`config.mk`:
```
export PLATFORM = sky130hd
export DESIGN_NAME = block_assembler
export DESIGN_NICKNAME = d
export VERILOG_FILES = /design/src/rtl/block_assembler.sv
export SDC_FILE = /design/constraint.sdc
export NUM_CORES = 1
export LEC_CHECK = 0
export CORE_ASPECT_RATIO = 0.9
export CORE_MARGIN = 3
export CORE_UTILIZATION = 50
export DETAILED_ROUTE_END_ITERATION = 6
export GPL_TIMING_DRIVEN = 0
export PLACE_DENSITY = 0.73
export REMOVE_ABC_BUFFERS = 1
export SYNTH_ARGS = -nofsm -noshare
export SYNTH_HDL_FRONTEND = slang
export SYNTH_SLANG_ARGS = --single-unit
```
`constraint.sdc`:
```
create_clock -name clk_in -period 7.9 [get_ports clk_in]
set_clock_uncertainty 0.2 [all_clocks]
set_input_delay 1.58 -clock clk_in [delete_from_list [all_inputs] [get_ports clk_in]]
set_output_delay 1.58 -clock clk_in [all_outputs]
set_load 0.05 [all_outputs]
```
`src/rtl/block_assembler.sv`:
```
// Packs LANE_BYTES-wide beats into BYTES_PER_BLOCK-byte blocks behind a two-stage
// (assembly + output) buffer. Define BLOCK_ASSEMBLER_PKCS7_EN for PKCS#7 padding.
module block_assembler #(
    parameter int unsigned BYTES_PER_BLOCK = 16,
    parameter int unsigned LANE_BYTES      = 1
) (
    input  logic                                   clk_in,
    input  logic                                   rst_n_in,
    input  logic [LANE_BYTES*8-1:0]                data_in,
    input  logic                                   valid_in,
    input  logic                                   last_in,
    output logic                                   ready_out,
    output logic [BYTES_PER_BLOCK*8-1:0]           block_out,
    output logic                                   valid_out,
    input  logic                                   ready_in,
    output logic [$clog2(BYTES_PER_BLOCK+1)-1:0]   count_out,
    output logic                                   last_out
);
    localparam int unsigned CW = $clog2(BYTES_PER_BLOCK + 1);
    localparam int unsigned BW = BYTES_PER_BLOCK * 8;
    localparam logic [7:0]  PAD_FULL = 8'(BYTES_PER_BLOCK);
`ifdef BLOCK_ASSEMBLER_PKCS7_EN
    localparam bit PKCS7_EN = 1'b1;
`else
    localparam bit PKCS7_EN = 1'b0;
`endif

    typedef enum logic [1:0] {StFill, StStall, StPad} state_t;

    state_t          r_state;
    logic [CW-1:0]   r_fill;
    logic [BW-1:0]   r_asm;
    logic [CW-1:0]   r_held_count;
    logic            r_held_last;
    logic [BW-1:0]   r_out_block;
    logic            r_out_valid;
    logic [CW-1:0]   r_out_count;
    logic            r_out_last;

    logic [CW-1:0]   w_new_fill;
    logic            w_full;
    logic            w_complete;
    logic            w_accept;
    logic            w_out_free;
    logic            w_to_pad;
    logic            w_held_to_pad;
    logic [7:0]      w_pad_byte;
    logic [BW-1:0]   w_blk;

    assign ready_out  = rst_n_in && (r_state == StFill);
    assign w_accept   = valid_in && ready_out;
    assign w_out_free = !r_out_valid || ready_in;

    always_comb begin
        w_new_fill    = r_fill + CW'(LANE_BYTES);
        w_full        = (w_new_fill == CW'(BYTES_PER_BLOCK));
        w_complete    = w_full || last_in;
        w_to_pad      = PKCS7_EN && last_in && w_full;
        w_held_to_pad = PKCS7_EN && r_held_last && (r_held_count == CW'(BYTES_PER_BLOCK));
        w_pad_byte    = PKCS7_EN ? 8'(int'(BYTES_PER_BLOCK) - int'(w_new_fill)) : 8'h00;
        w_blk         = '0;
        // Bytes past the new fill level are always rebuilt as padding, so stale
        // assembly contents can never leak into a later block.
        for (int i = 0; i < int'(BYTES_PER_BLOCK); i++) begin
            if (i < int'(r_fill)) begin
                w_blk[i*8 +: 8] = r_asm[i*8 +: 8];
            end else if (i < int'(w_new_fill)) begin
                w_blk[i*8 +: 8] = data_in[(i - int'(r_fill))*8 +: 8];
            end else begin
                w_blk[i*8 +: 8] = w_pad_byte;
            end
        end
    end

    always_ff @(posedge clk_in or negedge rst_n_in) begin
        if (!rst_n_in) begin
            r_state      <= StFill;
            r_fill       <= '0;
            r_asm        <= '0;
            r_held_count <= '0;
            r_held_last  <= 1'b0;
            r_out_block  <= '0;
            r_out_valid  <= 1'b0;
            r_out_count  <= '0;
            r_out_last   <= 1'b0;
        end else begin
            if (r_out_valid && ready_in) begin
                r_out_valid <= 1'b0;
            end
            case (r_state)
                StFill: begin
                    if (w_accept) begin
                        if (w_complete) begin
                            r_fill <= '0;
                            if (w_out_free) begin
                                r_out_block <= w_blk;
                                r_out_count <= w_new_fill;
                                r_out_last  <= last_in && !w_to_pad;
                                r_out_valid <= 1'b1;
                                r_state     <= w_to_pad ? StPad : StFill;
                            end else begin
                                r_asm        <= w_blk;
                                r_held_count <= w_new_fill;
                                r_held_last  <= last_in;
                                r_state      <= StStall;
                            end
                        end else begin
                            r_asm  <= w_blk;
                            r_fill <= w_new_fill;
                        end
                    end
                end
                StStall: begin
                    if (w_out_free) begin
                        r_out_block <= r_asm;
                        r_out_count <= r_held_count;
                        r_out_last  <= r_held_last && !w_held_to_pad;
                        r_out_valid <= 1'b1;
                        r_state     <= w_held_to_pad ? StPad : StFill;
                    end
                end
                StPad: begin
                    if (w_out_free) begin
                        r_out_block <= {BYTES_PER_BLOCK{PAD_FULL}};
                        r_out_count <= '0;
                        r_out_last  <= 1'b1;
                        r_out_valid <= 1'b1;
                        r_state     <= StFill;
                    end
                end
                default: r_state <= StFill;
            endcase
        end
    end

    assign block_out = r_out_block;
    assign valid_out = r_out_valid;
    assign count_out = r_out_count;
    assign last_out  = r_out_last;

endmodule

```
==> results of run 1 <==
[registers in the layout, indices dropped and copies added (netlist names)]
register and count:
block_out 128, count_out 5, last_out 1, r_asm 128
r_fill 5, r_held_count 5, r_held_last 1, r_state 1
valid_out 1
[power groups by stage]
stage                     logic, µW  registers, µW  clock network, µW
after floorplan                 688           2930                  0
after global placement         2410           2030                  0
after detailed placement       2400           2030                  0
after CTS                      2410           2010               1340
after global routing           2550           2060               1400
final                          2410           2010               1310
[cells in the final DEF (no fill, tap or decap), types with 5 or more instances in the layout]
cell type / count
buf_6: 9
dfrtp_1: 274
a22o_1: 9
a22oi_1: 32
clkbuf_1: 9
clkbuf_16: 29
inv_1: 7
a32oi_1: 40
and3_1: 5
nand2_1: 85
o41ai_1: 9
nand2b_1: 8
a222oi_1: 8
o31ai_1: 18
and2_1: 19
mux2i_1: 5
o2bb2ai_1: 56
buf_8: 7
or3_1: 6
nor2b_1: 5
clkdlybuf4s50_1: 147
nand3_1: 15
mux2_2: 41
o21ai_0: 60
nor2_1: 179
nor3_1: 19
a21oi_1: 177
a2bb2oi_1: 16
clkbuf_8: 7
[stage by stage]
stage / power [µW] / util (%) / std cells / setup TNS (ns)
detailed placement: 4420 / 58.4 / 1656 / 0
CTS: 5760 / 62.2 / 1708 / 0
global route: 6000 / 62.3 / 1709 / 0
floorplan: 3620 / - / 1155 / -860.63
global placement: 4440 / 57.3 / 1639 / -5880.03
finish: 5730 / 62.3 / 1709 / 0
[metal layers]
metal	wire length (µm)	track usage, %	part of all wire, %
met1	14700	35.3	43
met2	15900	39.5	46
met3	2740	4.88	8.0
met4	888	6.91	2.6
met5	0	0	0
[worst paths after layout]
check | start | to | slack [ns] | depth (start not counted)
min in group asynchronous | rst_n_in | block_out[114] | 0.76 | 1
max | rst_n_in | block_out[7] | 3.12 | 11
max in group asynchronous | rst_n_in | r_asm[40] | 5.80 | 2
min | r_asm[13] | r_asm[13] | 0.29 | 1
max reg2reg | r_fill[0] | block_out[7] | 3.21 | 10
min reg2reg | r_asm[13] | r_asm[13] | 0.29 | 1
[area by class of cell]
class | instances | share of cell area, %
sequential | 275 | 45.0
timing repair buffer | 166 | 11.5
clock buffer | 45 | 5.60
multi-input combinational | 872 | 34.4
tap | 336 | 2.75
clock inverter | 7 | 0.434
inverter | 8 | 0.197
[cell families (layout without fill, tap and decap cells)]
group | Yosys count | in the layout
XOR/XNOR | 4 | 4
AND/OR/NAND/NOR | 363 | 363
flip-flops | 275 | 275
multiplexers | 47 | 47
buffers and inverters | 113 | 226
AO/OA/AOI/OAI | 455 | 455
adder cells (fa/ha/maj) | 3 | 3
==> impl_metrics.toml, run 1 <==
[global_route]
grt_pass1_wl_um = 55500
grt_overflow = 0
grt_max_degree = 125
grt_pass1_vias = 10300
grt_util_all_layers_pct = 24.9
antenna_found_initial = 0

[synth]
synth_cells = 1260
synth-xor-area-share_pct = 0.278
synthAdderAreaFrac_pct = 0.297
synth_compound_area_share_pct = 24.1
netlist.area_leader.share_pct = 54.5
ys.flop_type = "dfrtp_1"
synth_mux_area_share_pct = 4.17
synth_area_leader_cell = "dfrtp_1"
synth-warning-count = 0
yosysSeqAreaShare_pct = 54.5
ys_top_cells_by_count = "dfrtp_1, nor2_1, a21oi_1"
synth_top_family_by_area = "compound AO/OA/AOI/OAI gates"
synth_area_leaders = "dfrtp_1, a21oi_1, nor2_1"
synthSimpleGateAreaFrac_pct = 12.8
yosys.cell_count.top_type = "dfrtp_1"
syn_area_um2 = 12600
async_flop_share_pct = 100
syn_avg_cell_area_um2 = 10.0
synth_edf_count = 0
ys_ff_latch = 275
synth_cell_type_count = 62

[setup_path]
cp_max_fo = 110
crit_chain = "buf_8, buf_16, and3b_1, nor2_1, a2111oi_4, buf_8, buf_6, buf_6, buf_6, nor2_1, a21oi_1"
path_delay_family = "buffers and inverters"
end_kind = "flip-flop"
critPathLaunchType = "input pin"
path_buf_inv = 6
worst_ep_arrival_time_ns = 5.03
cp_slowest_cell = "a2111oi_4"
critPathRequiredTime_ns = 8.15
critPathKind = "input pin to flip-flop"
max_stage_delay_ns = 0.90
critPathMostFrequentCell = "buf_6"

[placement]
dpl_worst_slack_ns = 2.56
numPortBuffers = 148
gp_congestion = 0.886
dp.final_hpwl_um = 22600
place_area_um2 = 14300

[cts]
clockBufferDepth = 3
cts_resized = 0
cts_tree = "yes"
cts_max_level = 1
post_cts_buffers = 0
numClockSinks = 275
hold_buffers = 0
cts.reportedPaths.clkPinSlew_ns = 0.06
clock_latency_ns = 0.54
cts-buffers-inserted = 29
root_buffer = "clkbuf_16"

[power_and_ir_drop]
switching_power_uw = 2410
p_int_uw = 3320
p_seq_share_pct = 35.1
p_sw_share_pct = 42.0
p_per_area_nw_per_um2 = 375
clockPowerShare_pct = 22.9
ir_drop_uv = 280
power_frac_comb_pct = 42.0
power_leakage_uw = 0.00617

[flow_run]
cap_violations = 0

[hold_path]
min_path_type = "flip-flop to flip-flop"

[drt]
drc = 0
avgViaCountPerCell = 6.17
vias = 10500
drt_iter0_drc = 1207
drtPass1Iterations = 6
routed_wl_um = 34200
routedWlPerCell_um = 20.0
ant_nets = 0

[finish]
syn2layout_area_growth_pct = 21.0
multi_input_area_um2 = 5260
fill_cells = 2072
nNetsFinal = 1368
diodes = 0
drive_above_1_share_pct = 8.59
final_cell_area_um2 = 15300
regArea_um2 = 6880

[floorplanning]
fp.dieW_um = 173
start_util_pct = 51.5
io_pins = 149
die_h_um = 157
die_area_um2 = 27200
core_area_um2 = 24500
fp-row-count = 54

[status]
status = "complete, no violations"

[timing]
setup_viol = 0
rsz0062_at_grt = "false"
hold_viol_final = 0
worstMarginPinSlew_ns = 1.44
fin_hold_ws_ns = 0.291
fin_crit_sh_pct = 60.6
min_period_ns = 4.78
layout_setup_ws_ns = 3.12
relSlewSlack_pct = 4.31
finalMaxSlewViolations = 0
max_freq_mhz = 209
(Power assumes the default switching activity.)
==> run 2, diff against run 1 <==
- PLACE_DENSITY: 0.73 -> 0.75
- clock period: 7.9 -> 3.9 ns (I/O delays scaled with it)
==> run 2 against run 1 <==
Net effect: utilization rose by 0.28 points; die area is the same; global-route usage rose by 0.086 points; critical path depth increased by 1; largest power group unchanged; via count is 0.44% higher; routed wire length is 1.0% higher; highest routed layer unchanged; power increased by 100%; cell count is 0.12% higher; register-to-register slack got worse by 3.0 ns; sequential share of layout area decreased by 0.18 points.
==> impl_metrics.toml, run 2 (synthesis results as in run 1) <==
[drt]
ant_nets = 0
vias = 10600
routed_wl_um = 34600
drc = 0
avgViaCountPerCell = 6.19
drt_iter0_drc = 1128
routedWlPerCell_um = 20.2
drtPass1Iterations = 6

[setup_path]
r2r_end = "block_out[99]"
path_buf_inv = 6
worst_ep_arrival_time_ns = 3.88
path_delay_family = "buffers and inverters"
worstRegToRegCells = 12
critPathRequiredTime_ns = 4.10
crit_chain = "ha_4, nor3b_1, a2111oi_0, a2111oi_4, buf_8, buf_8, buf_6, buf_6, buf_8, buf_6, nor2_1, a21oi_1"
rr_startpoint = "r_fill[0]"
cp_max_fo = 30
critPathLaunchType = "flip-flop"
critPathKind = "flip-flop to flip-flop"
max_stage_delay_ns = 0.81
ff2ff_setup_slack_ns = 0.22
end_kind = "flip-flop"
cp_slowest_cell = "a2111oi_0"

[finish]
final_common_cell = "dfrtp_1"
diodes = 0
drive_above_1_share_pct = 9.67
fin_util_pct = 62.6
syn2layout_area_growth_pct = 21.6
final_cell_mix = "dfrtp_1, nor2_1, a21oi_1, clkdlybuf4s50_1, nand2_1"
nNetsFinal = 1372

[hold_path]
min_path_type = "input pin to asynchronous set/reset pin"

[floorplanning]
start_util_pct = 51.5
die_area_um2 = 27200
io_pins = 149
fp-row-count = 54
fp.dieW_um = 173
die_h_um = 157
core_area_um2 = 24500

[timing]
finalMaxSlewViolations = 0
hold_viol_final = 0
rsz0062_at_grt = "false"
fin_crit_sh_pct = 94.4
layout_setup_ws_ns = 0.219
relSlewSlack_pct = 14.6
worstMarginPinSlew_ns = 1.28
max_freq_mhz = 272
min_period_ns = 3.68
setup_viol = 0

[global_route]
antenna_found_initial = 0
grt_pass1_wl_um = 55500
grt_pass1_vias = 10300
grt_util_all_layers_pct = 25.0
grt_overflow = 0
grt_max_degree = 128

[power_and_ir_drop]
p_seq_share_pct = 34.9
p_sw_share_pct = 42.0
power_leakage_uw = 0.00619
ir_drop_uv = 574
switching_power_uw = 4900
p_int_uw = 6760
p_per_area_nw_per_um2 = 760
power_frac_comb_pct = 42.0
total_power_uw = 11700
clockPowerShare_pct = 23.1

[placement]
dp.final_hpwl_um = 22700
gp_congestion = 0.863
numPortBuffers = 148
dpl_worst_slack_ns = -1.04

[status]
status = "complete, no violations"

[cts]
numClockSinks = 275
clock_latency_ns = 0.54
clockBufferDepth = 3
root_buffer = "clkbuf_16"
cts-buffers-inserted = 29
cts_tree = "yes"
cts_max_level = 1
cts.reportedPaths.clkPinSlew_ns = 0.06

[flow_run]
cap_violations = 0
[run 2: cell types whose count changed in the layout (fill, tap and decap cells not counted), moves of 2 or more]
cell	change
clkinv_2	+5
dfrtp_1	-3
clkbuf_1	-2
clkbuf_8	-5
bufinv_16	+2
dfrtp_2	+3
buf_4	+4
[run 2: repair_timing]
item,4_1_cts,5_1_grt
pin swaps,2,0
buffers inserted,4,0
hold endpoints to repair,42,0
gates cloned,0,0
gates resized for setup,10,5
hold buffers,1,0
setup endpoints to repair,259,80
[run 2: cell type report]
| type | count | area [µm²] |
|---|---|---|
| Fill cell | 2016 | 9180 |
| Sequential cell | 275 | 6890 |
| Multi-Input combinational cell | 872 | 5320 |
| Timing Repair Buffer | 170 | 1780 |
| Clock buffer | 38 | 779 |
| Tap cell | 336 | 420 |
| Clock inverter | 12 | 135 |
| Inverter | 8 | 30.0 |
[run 2: worst max path at each step]
stage,slack [ns],to,cells past startpoint,startpoint
after global routing,0.04,block_out[101],12,r_fill[0]
final,0.22,block_out[99],12,r_fill[0]
after floorplan,-11.04,count_out[2],5,r_fill[0]
after CTS,0.007,block_out[55],7,r_fill[0]
after detailed placement,-1.04,block_out[97],13,rst_n_in
after global placement,-25.82,count_out[3],5,rst_n_in
[run 2: stage by stage]
stage	TNS (ns)	hold slack (ns)	instance area [µm²]	instances
5_1_grt	0	0.0420	15300	1711
6_report	0	0.0366	15300	1711
3_5_place_dp	-117.26	0.274	14300	1656
2_1_floorplan	-1366.11	0.257	12200	1155
4_1_cts	0	0.0303	15300	1711
3_3_place_gp	-7634.67	0.272	14100	1639
[run 2: power groups by stage]
| stage | clock (µW) | combinational, µW | sequential (µW) |
|---|---|---|---|
| final | 2700 | 4890 | 4070 |
| after global routing | 2860 | 5170 | 4170 |
| after CTS | 2730 | 4910 | 4070 |
| after detailed placement | 0 | 4860 | 4100 |
| after global placement | 0 | 4880 | 4120 |
| after floorplan | 0 | 1390 | 5930 |
[run 2: metal layers]
metal	GRT usage, %	vias to the layer above	share of wire [%]
met3	4.05	76	8.0
met4	6.72	0	2.5
met5	0	-	0
li1	-	4814	-
met1	35.9	5209	43
met2	39.8	484	46
==> run 3, diff against run 2 <==
- CORE_ASPECT_RATIO: 0.9 -> 0.6
- CORE_MARGIN: 3 -> 4
==> run 3 against run 2 <==
Net effect: setup slack worse by 0.14 ns; clock power is 3% higher; utilization is 0.27 points higher; sequential share of layout area is 0.17 points lower; largest cell class unchanged; the run now ends with DRC left; largest power group unchanged; die area is 2.7% higher; sequential cell count stayed put; via count is 1.4% higher; routed wire length is 5.0% higher; critical path depth is 5 lower; critical endpoint is now block_out[80]; highest routed layer unchanged; cell count is 0.88% lower; fmax is 3.6% lower.
==> impl_metrics.toml, run 3 (synthesis results as in run 1) <==
[status]
status = "complete, but fails checks"
violations = "DRC"

[floorplanning]
core_area_um2 = 24500
die_h_um = 131
start_util_pct = 51.5
die_area_um2 = 27900
fp-row-count = 44
io_pins = 149
fp.dieW_um = 213

[timing]
worstMarginPinSlew_ns = 1.28
hold_viol_final = 0
finalMaxSlewViolations = 0
relSlewSlack_pct = 14.7
fin_hold_ws_ns = 0.0112
fin_setup_tns_ns = 0
fin_crit_sh_pct = 98.0
setup_viol = 0
min_period_ns = 3.82
max_freq_mhz = 262
layout_setup_ws_ns = 0.0796
rsz0062_at_grt = "false"

[cts]
numClockSinks = 275
cts_tree = "yes"
clockBufferDepth = 3
cts-buffers-inserted = 26
cts_max_level = 1
cts.reportedPaths.clkPinSlew_ns = 0.07
root_buffer = "clkbuf_16"
clock_latency_ns = 0.54

[finish]
drive_above_1_share_pct = 9.53
nNetsFinal = 1372
final_cell_mix = "dfrtp_1, nor2_1, a21oi_1, clkdlybuf4s50_1, nand2_1"
diodes = 0
final_common_cell = "dfrtp_1"
syn2layout_area_growth_pct = 22.0

[global_route]
antenna_found_initial = 0
globalRouteMet1Util_pct = 39.5
use_met2_pct = 37.8
grt_pass1_wl_um = 57700
grt_busiest_layer = "met1"
grt_util_all_layers_pct = 25.8
use_met3_pct = 6.18
grt_max_degree = 128
grt_pass1_vias = 10400
grt_overflow = 0

[placement]
dp.final_hpwl_um = 24100
gp_congestion = 0.911
dpl_worst_slack_ns = -0.735
numPortBuffers = 148

[setup_path]
cp_num_cells = 7
critPathKind = "flip-flop to flip-flop"
ff2ff_setup_slack_ns = 0.08
worstRegToRegCells = 7
end_kind = "flip-flop"
max_stage_delay_ns = 0.87
cp_max_fo = 23
critPathLaunchType = "flip-flop"
cp_slowest_cell = "dfrtp_1"
crit_chain = "inv_1, ha_2, or4_1, o31ai_1, a2111oi_4, a22oi_1, a21oi_1"
path_delay_family = "compound AO/OA/AOI/OAI gates"
path_buf_inv = 1
worst_ep_arrival_time_ns = 4.08
critPathRequiredTime_ns = 4.16

[drt]
avgViaCountPerCell = 6.33
routed_wl_um = 36300
drt_iter0_drc = 1290
vias = 10700
drc = 4
routedWlPerCell_um = 21.4
ant_nets = 0
drtPass1Iterations = 7

[power_and_ir_drop]
p_per_area_nw_per_um2 = 766
total_power_uw = 11800
ir_drop_uv = 529
power_leakage_uw = 0.00622

[hold_path]
min_path_type = "input pin to asynchronous set/reset pin"

[flow_run]
cap_violations = 0
run 3: final timing paths:
| kind | to | startpoint |
|---|---|---|
| min | block_out[87] | rst_n_in |
| min reg2reg | r_asm[13] | r_asm[13] |
| max in group asynchronous | r_asm[30] | rst_n_in |
| min in group clk_in | r_asm[13] | r_asm[13] |
| max | block_out[80] | r_fill[0] |
| max reg2reg | block_out[80] | r_fill[0] |
run 3: worst reg2reg max path: stages, from the launching register on:
cell and delay [ns]:
dfrtp_1 0.87, inv_1 0.28, ha_2 0.72, or4_1 0.18, o31ai_1 0.17, a2111oi_4 0.76, a22oi_1 0.33, a21oi_1 0.22
run 3: area by class of cell:
type                    count  area, µm²
clock buffers              34        742
clock inverters            12        194
fillers                  1941       9100
inverters                   8       30.0
multi-input cells         872       5310
flip-flops and latches    275       6880
well taps                 322        403
repair buffers            173       1830
run 3: metrics by stage:
step / utilization (%) / cell area [µm²] / instances
finish: 62.8 / 15400 / 1696
global placement: 57.3 / 14000 / 1625
floorplan: - / 12200 / 1155
detailed placement: 58.5 / 14300 / 1643
global route: 62.8 / 15400 / 1696
CTS: 62.8 / 15400 / 1696
run 3: power by group:
group	internal (µW)	switching, µW	total (µW)
combinational	1600	3360	4950
clock	1670	1100	2770
sequential	3590	477	4070
total	6850	4940	11800
run 3: per-layer routing:
layer  wire [µm]  up-vias  part of all wire, %
li1            -     4813                    -
met1       16200     5316                   45
met2       15700      531                   43
met3        3690       72                   10
met4         774        0                  2.1
met5           0        -                    0
run 3: timing repair:
item                       4_1_cts  5_1_grt
resized for setup                7        3
pin swaps                        2        0
setup endpoints to repair      263      133
hold endpoints to repair        33        0
hold buffers                     1        0
setup buffers                    6        0
gates cloned                     0        0
==> patch: new RTL, flow settings as in run 2 <==
The option `BLOCK_ASSEMBLER_PKCS7_EN` is turned on by a define.
--- a/src/rtl/block_assembler.sv
+++ b/src/rtl/block_assembler.sv
@@ -1,4 +1,6 @@
 // Packs LANE_BYTES-wide beats into BYTES_PER_BLOCK-byte blocks behind a two-stage
 // (assembly + output) buffer. Define BLOCK_ASSEMBLER_PKCS7_EN for PKCS#7 padding.
+`define BLOCK_ASSEMBLER_PKCS7_EN
+
 module block_assembler #(
     parameter int unsigned BYTES_PER_BLOCK = 16,
Formal check against the unedited RTL: not equivalent (a bounded check fails within 4 cycles, from zero or initial values and one cycle with rst_n_in low).
==> patch against run 2 <==
The run now ends with setup timing left; setup slack lost 290 ps; via count is 36% higher; die area increased by 14%; wire length up 49%; global-route usage increased by 7.4 points; sequential share of layout area decreased by 5.7 points; sequential cell count is 1 higher; final area up 15%; first-iteration DRC count increased by 73%; synthesized area up 15%; count of clock-buffer cells in the layout rose by 5.
Power is not compared: it rests on default switching activity, and its combinational part moved more than twofold at a synthesized area within 25%.
==> patch: results (changes against run 2) <==
- The final non-filler cell total was 2174 (+27%).
- The via count of the routed design is 14360 (+36%).
- The final number of setup-violating endpoints is 1 (+1).
- The weighted congestion reported at the end of routability-driven placement was 0.919 (+6.5%).
- The worst path setup slack after routing is -68.1 ps (-287 ps).
- The number of distinct standard cells referenced by the synthesized netlist is 78 (+26%).
- The commonest cells after synthesis are sky130_fd_sc_hd__nand2_1 (280), sky130_fd_sc_hd__dfrtp_1 (276), sky130_fd_sc_hd__o21ai_0 (198), sky130_fd_sc_hd__a21oi_1 (189), sky130_fd_sc_hd__nor2_1 (168).
- The detailed-placement wirelength estimate came to 30200 µm (+33%).
- The flow ran to the end, but the final reports show violations.
- The sequential fraction of the synthesis area is 0.476 (-0.0689).
- The path depth of the worst reg2reg path came to 8 (-4).
- The final-stage net count is 1810 (+32%).
- The post-synthesis adder-cell area fraction is 0.00604 (+0.00307).
- The slowest stage of the critical path is the sky130_fd_sc_hd__dfrtp_4 cell.
- The share of synthesized area spent on multiplexers is 0.0201 (-0.0216).
- The final setup TNS is -68.1 ps (-68.1 ps).
- The final routed wire length divided by cell count is 23.7 µm (+17%).
- The filler cell count in the final layout is 2378 (+18%).
- The number of antenna violations at the first check in global routing is 2 (+2).
- The worst setup path endpoint is block_out[35]$_DFFE_PN0P_.
- The post-layout instance area came to 17700 µm² (+15%).
- The mean cell area of the mapped netlist was 8.52 µm² (-15%).
- The final reports fail on setup timing.
- The largest stage delay on the critical path is 550 ps (-260 ps).
- The number of placed instances, taps included came to 2083 (+26%).
- The worst hold-check slack is 27.3 ps (-9.34 ps).
- The global-route wire length before repair was 79100 µm (+42%).
- The later-pin clock latency in the skew report is 570 ps (+30 ps).
[patch: worst max-delay path, delay by kind of cell (launching register included)]
family                     cells  cell delay, ps
adders and majority gates      1             430
AOI/OAI and AO/OA              4            1510
and+or+nand+nor                2             660
buffers and inverters          1             520
DFF                            1             550
[patch: final cells by class]
type                    instances  share of cell area
diodes                          1            0.000142
clock buffers                  43              0.0486
clock inverters                11             0.00538
inverters                      22             0.00510
multi-input cells            1272               0.402
flip-flops and latches        276               0.392
well taps                     360              0.0255
repair buffers                189               0.122
[patch: layer usage]
layer	track usage	wire, µm	vias to the layer above
met5	0	0	-
met4	0.120	2400	0
met3	0.0921	6540	229
met2	0.478	22000	1010
met1	0.455	20600	6826
li1	-	-	6295
[patch: what timing repair did]
action	in CTS	in global routing
pin swaps	5	1
hold buffers	1	0
endpoints found under the hold margin	73	0
cloned	8	0
endpoints found under the setup margin	277	98
resized for setup	24	8
buffers inserted	18	9
